`src/rtl/fwd_operand_mux_reg_pkg.sv`:
```
// Shared constants for the operand forwarding mux: select-mode encodings and forward source indices.
// Latency: none (definitions only).
// Backpressure: not applicable.
package fwd_operand_mux_reg_pkg;

  // Select mode encodings
  localparam logic SEL_MODE_ENC    = 1'b0;
  localparam logic SEL_MODE_ONEHOT = 1'b1;

  // Mapping of the existing forward codes to source bus indices
  localparam int FWD_IDX_ID  = 0;
  localparam int FWD_IDX_WB  = 1;
  localparam int FWD_IDX_MEM = 2;

endpackage

```
`src/rtl/fwd_operand_mux_reg_if.sv`:
```
// Handshake and data bundle between the forwarding stage and the operand register.
// Latency: none (wires only).
// Backpressure: carries in_ready/out_ready; the slave side is the mux block.
interface fwd_operand_mux_reg_if #(
  parameter int WORD_LENGTH = 32,
  parameter int NUM_SRC     = 4,
  parameter int ENC_W       = (NUM_SRC > 1) ? $clog2(NUM_SRC) : 1,
  parameter int CNT_W       = 4
);
  logic [NUM_SRC*WORD_LENGTH-1:0] src_bus;
  logic                           sel_mode;
  logic [ENC_W-1:0]               sel_enc;
  logic [NUM_SRC-1:0]             sel_oh;
  logic                           in_valid;
  logic                           in_ready;
  logic                           flush;
  logic [WORD_LENGTH-1:0]         out_data;
  logic                           out_valid;
  logic                           out_ready;
  logic                           out_nomatch;
  logic [CNT_W-1:0]               hold_cnt;

  modport master (
    output src_bus, sel_mode, sel_enc, sel_oh, in_valid, flush, out_ready,
    input  in_ready, out_data, out_valid, out_nomatch, hold_cnt
  );

  modport slave (
    input  src_bus, sel_mode, sel_enc, sel_oh, in_valid, flush, out_ready,
    output in_ready, out_data, out_valid, out_nomatch, hold_cnt
  );
endinterface

```
`src/rtl/fwd_operand_mux_reg_fwd_sel_resolve.sv`:
```
// Combinational source resolution: encoded or lowest-index-wins one-hot select, falling back to last_val.
// Latency: 0 cycles (pure combinational).
// Backpressure: none; evaluated every cycle, consumed only on accept.
module fwd_sel_resolve
  import fwd_operand_mux_reg_pkg::*;
#(
  parameter int WORD_LENGTH = 32,
  parameter int NUM_SRC     = 4,
  parameter int ENC_W       = (NUM_SRC > 1) ? $clog2(NUM_SRC) : 1
) (
  input  logic [NUM_SRC*WORD_LENGTH-1:0] src_bus_i,
  input  logic                           sel_mode_i,
  input  logic [ENC_W-1:0]               sel_enc_i,
  input  logic [NUM_SRC-1:0]             sel_oh_i,
  input  logic [WORD_LENGTH-1:0]         last_val_i,
  output logic [WORD_LENGTH-1:0]         result_o,
  output logic                           match_o
);

  // Pick the selected source; out-of-range code or empty one-hot leaves the held value
  always_comb begin
    match_o  = 1'b0;
    result_o = last_val_i;
    if (sel_mode_i == SEL_MODE_ENC) begin
      for (int k = 0; k < NUM_SRC; k++) begin
        if (sel_enc_i == ENC_W'(k)) begin
          match_o  = 1'b1;
          result_o = src_bus_i[k*WORD_LENGTH +: WORD_LENGTH];
        end
      end
    end else begin
      // Walk downwards so the lowest set bit is the last, winning assignment
      for (int k = NUM_SRC - 1; k >= 0; k--) begin
        if (sel_oh_i[k]) begin
          match_o  = 1'b1;
          result_o = src_bus_i[k*WORD_LENGTH +: WORD_LENGTH];
        end
      end
    end
  end

endmodule

```
`src/rtl/fwd_operand_mux_reg.sv`:
```
// Registered N-source operand forwarding mux with held-value fallback and saturating no-match counter.
// Latency: 1 cycle from accept to out_valid; 1 transfer/cycle when out_ready is high.
// Backpressure: in_ready = ~flush & (~out_valid | out_ready); outputs freeze while stalled.
module fwd_operand_mux_reg
  import fwd_operand_mux_reg_pkg::*;
#(
  parameter int WORD_LENGTH = 32,
  parameter int NUM_SRC     = 4,
  parameter int ENC_W       = (NUM_SRC > 1) ? $clog2(NUM_SRC) : 1,
  parameter int CNT_W       = 4
) (
  input  logic                        clk,
  input  logic                        rst,
  fwd_operand_mux_reg_if.slave        bus_if
);

  logic [WORD_LENGTH-1:0] data_q,     data_d;
  logic                   valid_q,    valid_d;
  logic                   nomatch_q,  nomatch_d;
  logic [CNT_W-1:0]       hold_q,     hold_d;
  logic [WORD_LENGTH-1:0] last_val_q, last_val_d;

  logic [WORD_LENGTH-1:0] result;
  logic                   match;
  logic                   in_ready;
  logic                   accept;

  fwd_sel_resolve #(
    .WORD_LENGTH (WORD_LENGTH),
    .NUM_SRC     (NUM_SRC),
    .ENC_W       (ENC_W)
  ) u_resolve (
    .src_bus_i   (bus_if.src_bus),
    .sel_mode_i  (bus_if.sel_mode),
    .sel_enc_i   (bus_if.sel_enc),
    .sel_oh_i    (bus_if.sel_oh),
    .last_val_i  (last_val_q),
    .result_o    (result),
    .match_o     (match)
  );

  assign in_ready = ~bus_if.flush & (~valid_q | bus_if.out_ready);
  assign accept   = bus_if.in_valid & in_ready;

  // Next-state: flush drops valid, accept loads, drained output goes invalid, else hold
  always_comb begin
    data_d     = data_q;
    valid_d    = valid_q;
    nomatch_d  = nomatch_q;
    hold_d     = hold_q;
    last_val_d = last_val_q;
    if (bus_if.flush) begin
      valid_d = 1'b0;
    end else if (accept) begin
      data_d    = result;
      valid_d   = 1'b1;
      nomatch_d = ~match;
      if (match) begin
        last_val_d = result;
        hold_d     = '0;
      end else if (hold_q != {CNT_W{1'b1}}) begin
        hold_d = hold_q + CNT_W'(1);
      end
    end else if (bus_if.out_ready) begin
      valid_d = 1'b0;
    end
  end

  // State registers; the held value lives here so no-match never forms a combinational loop
  always_ff @(posedge clk or posedge rst) begin
    if (rst) begin
      data_q     <= '0;
      valid_q    <= 1'b0;
      nomatch_q  <= 1'b0;
      hold_q     <= '0;
      last_val_q <= '0;
    end else begin
      data_q     <= data_d;
      valid_q    <= valid_d;
      nomatch_q  <= nomatch_d;
      hold_q     <= hold_d;
      last_val_q <= last_val_d;
    end
  end

  assign bus_if.in_ready    = in_ready;
  assign bus_if.out_data    = data_q;
  assign bus_if.out_valid   = valid_q;
  assign bus_if.out_nomatch = nomatch_q;
  assign bus_if.hold_cnt    = hold_q;

endmodule

```
`src/flat_wrapper.sv`:
```
// flat-port wrapper written by rule: the top's interface ports become plain ports
module fwd_operand_mux_reg_flat import fwd_operand_mux_reg_pkg::*;
#(
  parameter int WORD_LENGTH = 32,
  parameter int NUM_SRC     = 4,
  parameter int ENC_W       = (NUM_SRC > 1) ? $clog2(NUM_SRC) : 1,
  parameter int CNT_W       = 4
)
  (clk, rst, bus_if_src_bus, bus_if_sel_mode, bus_if_sel_enc, bus_if_sel_oh, bus_if_in_valid, bus_if_flush, bus_if_out_ready, bus_if_in_ready, bus_if_out_data, bus_if_out_valid, bus_if_out_nomatch, bus_if_hold_cnt);
  fwd_operand_mux_reg_if #(.WORD_LENGTH(WORD_LENGTH), .NUM_SRC(NUM_SRC), .ENC_W(ENC_W), .CNT_W(CNT_W)) bus_if_i ();
  input  logic clk;
  input  logic rst;
  input wire logic [$bits(bus_if_i.src_bus)-1:0] bus_if_src_bus;
  input wire logic [$bits(bus_if_i.sel_mode)-1:0] bus_if_sel_mode;
  input wire logic [$bits(bus_if_i.sel_enc)-1:0] bus_if_sel_enc;
  input wire logic [$bits(bus_if_i.sel_oh)-1:0] bus_if_sel_oh;
  input wire logic [$bits(bus_if_i.in_valid)-1:0] bus_if_in_valid;
  input wire logic [$bits(bus_if_i.flush)-1:0] bus_if_flush;
  input wire logic [$bits(bus_if_i.out_ready)-1:0] bus_if_out_ready;
  output wire logic [$bits(bus_if_i.in_ready)-1:0] bus_if_in_ready;
  output wire logic [$bits(bus_if_i.out_data)-1:0] bus_if_out_data;
  output wire logic [$bits(bus_if_i.out_valid)-1:0] bus_if_out_valid;
  output wire logic [$bits(bus_if_i.out_nomatch)-1:0] bus_if_out_nomatch;
  output wire logic [$bits(bus_if_i.hold_cnt)-1:0] bus_if_hold_cnt;
  assign bus_if_i.src_bus = bus_if_src_bus;
  assign bus_if_i.sel_mode = bus_if_sel_mode;
  assign bus_if_i.sel_enc = bus_if_sel_enc;
  assign bus_if_i.sel_oh = bus_if_sel_oh;
  assign bus_if_i.in_valid = bus_if_in_valid;
  assign bus_if_i.flush = bus_if_flush;
  assign bus_if_i.out_ready = bus_if_out_ready;
  assign bus_if_in_ready = bus_if_i.in_ready;
  assign bus_if_out_data = bus_if_i.out_data;
  assign bus_if_out_valid = bus_if_i.out_valid;
  assign bus_if_out_nomatch = bus_if_i.out_nomatch;
  assign bus_if_hold_cnt = bus_if_i.hold_cnt;
  fwd_operand_mux_reg #(.WORD_LENGTH(WORD_LENGTH), .NUM_SRC(NUM_SRC), .ENC_W(ENC_W), .CNT_W(CNT_W)) u_core (.clk(clk), .rst(rst), .bus_if(bus_if_i));
endmodule
```
`config.mk`:
```
export PLATFORM = sky130hd
export DESIGN_NAME = fwd_operand_mux_reg_flat
export DESIGN_NICKNAME = d
export VERILOG_FILES = /design/src/rtl/fwd_operand_mux_reg_pkg.sv /design/src/rtl/fwd_operand_mux_reg_if.sv /design/src/rtl/fwd_operand_mux_reg_fwd_sel_resolve.sv /design/src/rtl/fwd_operand_mux_reg.sv /design/src/flat_wrapper.sv
export SDC_FILE = /design/constraint.sdc
export NUM_CORES = 1
export LEC_CHECK = 0
export CORE_ASPECT_RATIO = 1.5
export CORE_UTILIZATION = 42
export DETAILED_ROUTE_END_ITERATION = 10
export GPL_ROUTABILITY_DRIVEN = 1
export PLACE_DENSITY_LB_ADDON = 0.2
export SYNTH_ARGS = -nofsm -noshare
export SYNTH_HDL_FRONTEND = slang
export SYNTH_SLANG_ARGS = --single-unit
```
`constraint.sdc`:
```
create_clock -name clk -period 2.4 [get_ports clk]
set_input_delay 0.48 -clock clk [delete_from_list [all_inputs] [get_ports clk]]
set_output_delay 0.48 -clock clk [all_outputs]
set_load 0.02 [all_outputs]
```
-- Word level (Yosys, flattened, before mapping)
Cells that the tools add are included.
- register bits after elaboration: 70
- bits in latches: 0
- memory bits (writable): 0
- memory bits (read-only): 0
- input bits: 140
- output and inout port bits: 39
- logic and storage cells: 45
- memories: 0
- $add $sub $neg: 1
- multiply operators: 0
- divide/modulo/power cells: 0
- $lt $le $gt $ge: 0
- equal/unequal tests: 4
- shifts and indexed selects: 0
- mux-type cells: 23
- bitwise operators: 6
- reduce and logical (&&, ||, !) cells: 6
- operators by type and width (operator ; count):
    2-to-1 mux 32 bit ; 9
    2-to-1 mux 1 bit ; 12
    2-to-1 mux 4 bit ; 2
    AND reduction 3 bit ; 2
    adder 4 x 1 -> 4 bit, second input constant ; 1
    equality test 2 bit, second input constant ; 2
    inequality test 4 bit, second input constant ; 1
    NOT 1 bit ; 3
    nonzero test 3 bit ; 1
    AND 1 bit ; 2
    equality test 2 x 1 -> 1 bit, second input constant ; 1
    logical NOT 2 bit ; 1
    AND reduction 2 bit ; 1
    nonzero test 2 bit ; 1
    OR 1 bit ; 1

-- Longest topological paths before layout
- depth in word-level cells: 8
- mapped depth: 7
- gate-level depth less buffers: 5

-- Modules after synthesis
A second synthesis with hierarchy kept.
- cells, all modules: 439
- area, all modules: 5283.8 um^2
- by module, submodules not included (module ; instances ; cells an instance ; area an instance (um^2) ; seq. area each (um^2)):
    fwd_operand_mux_reg ; 1 ; 168 ; 2862.7 ; 1751.7
    fwd_sel_resolve ; 1 ; 271 ; 2421.1 ; 0.0

-- Least setup slack after synthesis
No wires, ideal clock.
- path kind: input to register
- start: input bus_if_sel_oh[2]
- end: register u_core.last_val_q[18]
- setup time: 0.129 ns
- arrival: 1.613 ns
- required time: 2.271 ns
- setup slack: 0.658 ns
- cell stages on the path: 7
- buffers on the path: 3
- cells stage by stage: or2_1 > buf_2 > or3_1 > buf_2 > nand3_2 > buf_4 > o21ai_0
- longest elaborated chain between the ends: 5
- elaborated cells between the ends (all ways): 9
- classes of those cells: mux: 8; reduce/logical: 1
- ends and longest elaborated chain (element ; RTL line ; text):
    from (decl) ; flat_wrapper.sv:16 ; input wire logic [$bits(bus_if_i.sel_oh)-1:0] bus_if_sel_oh;
    2-to-1 mux 1 bit (3 in series) ; fwd_operand_mux_reg_fwd_sel_resolve.sv:34 ; if (sel_oh_i[k]) begin
    2-to-1 mux 1 bit ; fwd_operand_mux_reg_fwd_sel_resolve.sv:24 ; if (sel_mode_i == SEL_MODE_ENC) begin
    AND reduction 3 bit (no line) ; -- ;
    to (signal assigned) ; fwd_operand_mux_reg.sv:82 ; last_val_q <= last_val_d;
    to (decl) ; fwd_operand_mux_reg.sv:21 ; logic [WORD_LENGTH-1:0] last_val_q, last_val_d;
Parallel ways exist; a longest one is shown, timed or not.
A chain may end at the register's enable or synchronous reset.

-- Final worst setup path
- start: input bus_if_out_ready
- end: output bus_if_in_ready
- longest elaborated chain between the ends: 2
- ends and longest elaborated chain (element ; RTL line ; text):
    from (decl) ; flat_wrapper.sv:19 ; input wire logic [$bits(bus_if_i.out_ready)-1:0] bus_if_out_ready;
    OR 1 bit ; fwd_operand_mux_reg.sv:42 ; assign in_ready = ~bus_if.flush & (~valid_q | bus_if.out_ready);
    AND 1 bit ; fwd_operand_mux_reg.sv:42 ;
    to (decl) ; flat_wrapper.sv:20 ; output wire logic [$bits(bus_if_i.in_ready)-1:0] bus_if_in_ready;
No other way between the ends.

==> flow_summary.toml <==
[grt]
grt_max_degree = 71
grt_pass1_vias = 5432
antenna_found_initial = 0
grt-ovfl-total = 0
gr-usage-all-layers = 0.277
grt_pass1_wl_um = 26900

[min_path]
hold_class = "reg -> reg"
min-delay-start = "u_core.bus_if.out_data[9]"
min_to = "u_core.bus_if.out_data[9]"
holdPathStages = 1

[routing]
first_iter_violations = 281
drt-wirelength-per-cell_um = 19.5
drtAntennaViolNets = 0
drt-vias-per-instance = 6.03
drtPass1Iterations = 5
route.detailed.drc = 0
vias = 5328
routed_wl_um = 17200

[sta]
finalSetupTns_ns = 0
period_needed_ns = 2.29
rsz0062_at_grt = "no"
setup-violations-final = 0
finalMaxSlewViolations = 0
finClkSkew_ns = 0.00353
fmax_mhz = 436
fin_crit_sh = 0.956
relSlewSlack = 0.659
tightestPinTransition_ns = 0.512
hold_viol_final = 0

[cts]
clockRootBuffer = "clkbuf_16"
ctsResizeCount = 0
post_cts_buffers = 0
numCtsBuffers = 9
cts_buffer_depth = 2
cts_tree = "built"
clkTransAtPathRegs_ns = 0.05
cts_sinks = 70
hold_buffers = 0
insertion_delay_ns = 0.33
cts_max_level = 3

[synth]
yosysWarnings = 0
synth_nets = 704
synth_area_um2 = 5000
synth_seq_cells = 70
ys_types = 39
synth_edf_count = 0
synth_ff_type = "dfrtp_1"
ys_seq_area_frac = 0.350
async_flop_share = 1.00
syn_inst = 563
syn_area_per_cell_um2 = 8.89

[die]
die_w_um = 91.1
initial_core_util = 0.434
ios = 179
die_h_um = 136
rows = 48
core_area_um2 = 11500
die-area_um2 = 12400

[outcome]
status = "complete, no violations"

[critical_path]
cp-start-kind = "primary input"
r2r_cells = 4
cp_slowest_stage_delay_ns = 0.64
crit_arrival_ns = 1.81
r2r-end = "u_core.last_val_q[24]"
cp_max_fo = 2
cp-end-kind = "primary output"
crit_type = "in -> out"
path_common_cell = "clkdlybuf4s50_1"
r2r-start = "u_core.bus_if.out_valid"
cp_slowest_cell = "clkdlybuf4s50_1"
crit_family = "buffers and inverters"
cp.required_ns = 1.92
path_cells = "clkdlybuf4s50_1, nor2b_1, nor2_1, clkdlybuf4s50_1"
cp_num_buf_inv = 2
r2r_slack_ns = 0.86

[final_layout]
instances_no_fill = 883
nets = 869
syn2layout_area_growth_pct = 46.8
final.fill_count = 978
n_antenna_cell = 0
register_area_um2 = 1750
layout_common_cells = "175 x clkdlybuf4s50_1, 83 x o21ai_0, 80 x mux2i_1"
multi_input_area_um2 = 2980
layout-drive-gt1-share = 0.0859
mostFrequentLayoutCell = "clkdlybuf4s50_1"

[pwr]
irDropWorstVdd_v = 0.000402
p_leak_nw = 3.02
powerDensity_nw_per_um2 = 587

[placed_design]
place.gp.congestion = 0.899
dp_cells = 867
dpl.hpwl_um = 12300
numPortBuffers = 178

[job]
cap_viol_max_count = 0
-- worst max-delay path by stage --
stage | start | end | slack [ns] | cells past startpoint
after floorplan | rst | u_core.bus_if.hold_cnt[0] | 0.15 | 1
after global placement | bus_if_sel_enc[1] | u_core.bus_if.out_data[17] | 0.1 | 6
after detailed placement | bus_if_sel_oh[2] | u_core.bus_if.out_data[10] | 0.09 | 7
after CTS | bus_if_out_ready | bus_if_in_ready | 0.10 | 4
after global routing | bus_if_out_ready | bus_if_in_ready | 0.06 | 4
final | bus_if_out_ready | bus_if_in_ready | 0.11 | 4
-- report_power, final --
group | internal (mW) | total (mW) | switching [mW] | leakage, nW
combinational | 0.675 | 1.32 | 0.645 | 1.97
sequential | 1.38 | 1.51 | 0.125 | 0.885
clock | 0.993 | 1.48 | 0.489 | 0.166
total | 3.05 | 4.31 | 1.26 | 3.02
-- per-stage QoR --
step	area (um2)	power (mW)	setup slack, ns	hold WS (ns)	utilization
CTS	7350	4.33	0.103	0.483	0.637
global placement	7010	2.80	0.0965	0.464	0.608
detailed placement	7010	2.84	0.0860	0.469	0.608
global route	7350	4.51	0.0594	0.495	0.637
finish	7350	4.31	0.106	0.478	0.637
floorplan	5000	2.16	0.152	0.471	-
-- cells in the mapped netlist (3+ instances only) --
master     count  area, um2
o21ai_1        3       15.0
clkbuf_1      34        128
buf_4          4       30.0
mux2i_1       80        801
o21ai_0       83        415
buf_2         14       70.1
nor3b_1       21        158
nor2_1        18       67.6
dfrtp_1       70       1750
o2bb2ai_1      3       26.3
nand2_1       39        146
a21o_1         4       30.0
o2111a_1       4       45.0
nand3_1        6       30.0
inv_1          8       30.0
nor2b_1       31        194
mux2_2         9        101
nor4_1         4       25.0
o22ai_1       27        169
a2111oi_0     21        184
o32ai_1        6       52.6
nand2b_1       4       25.0
a22o_1         4       35.0
nand3b_1       4       30.0
a21oi_1       13       65.1
a211oi_1      29        218
a32o_1         3       30.0
or3_1          3       18.8
-- routing by layer --
| layer | track usage | share of wire |
|---|---|---|
| met1 | 0.305 | 0.38 |
| met2 | 0.515 | 0.54 |
| met3 | 0.0331 | 0.053 |
| met4 | 0.153 | 0.035 |
| met5 | 0 | 0 |
-- cell type report --
cell class                 instances  area share
multi-input combinational        430       0.405
timing repair buffer             209       0.281
sequential                        70       0.238
clock buffer                      13      0.0368
tap                              150      0.0255
clock inverter                     3     0.00886
inverter                           8     0.00409
-- cell families after synthesis --
kind of cell	count (synthesis)	synth area share
AND/OR/NAND/NOR	137	0.148
XOR/XNOR	2	0.00350
adder cells (fa/ha/maj)	1	0.00250
buffers and inverters	63	0.0568
AO/OA/AOI/OAI	201	0.258
multiplexers	89	0.180
flip-flops	70	0.350
-- worst reg2reg max path: stages (launching register included) --
cell      delay, ns
dfrtp_1        0.39
nand2b_1       0.14
nand2_2        0.23
or3_1          0.45
o31ai_1        0.24
-- state kept, by name, indices dropped and copies added (netlist names) --
register                   count
u_core.bus_if.out_nomatch      1
u_core.bus_if.out_data        32
u_core.bus_if.out_valid        1
u_core.last_val_q             32
u_core.bus_if.hold_cnt         4
Power figures use the tool's default switching activity.
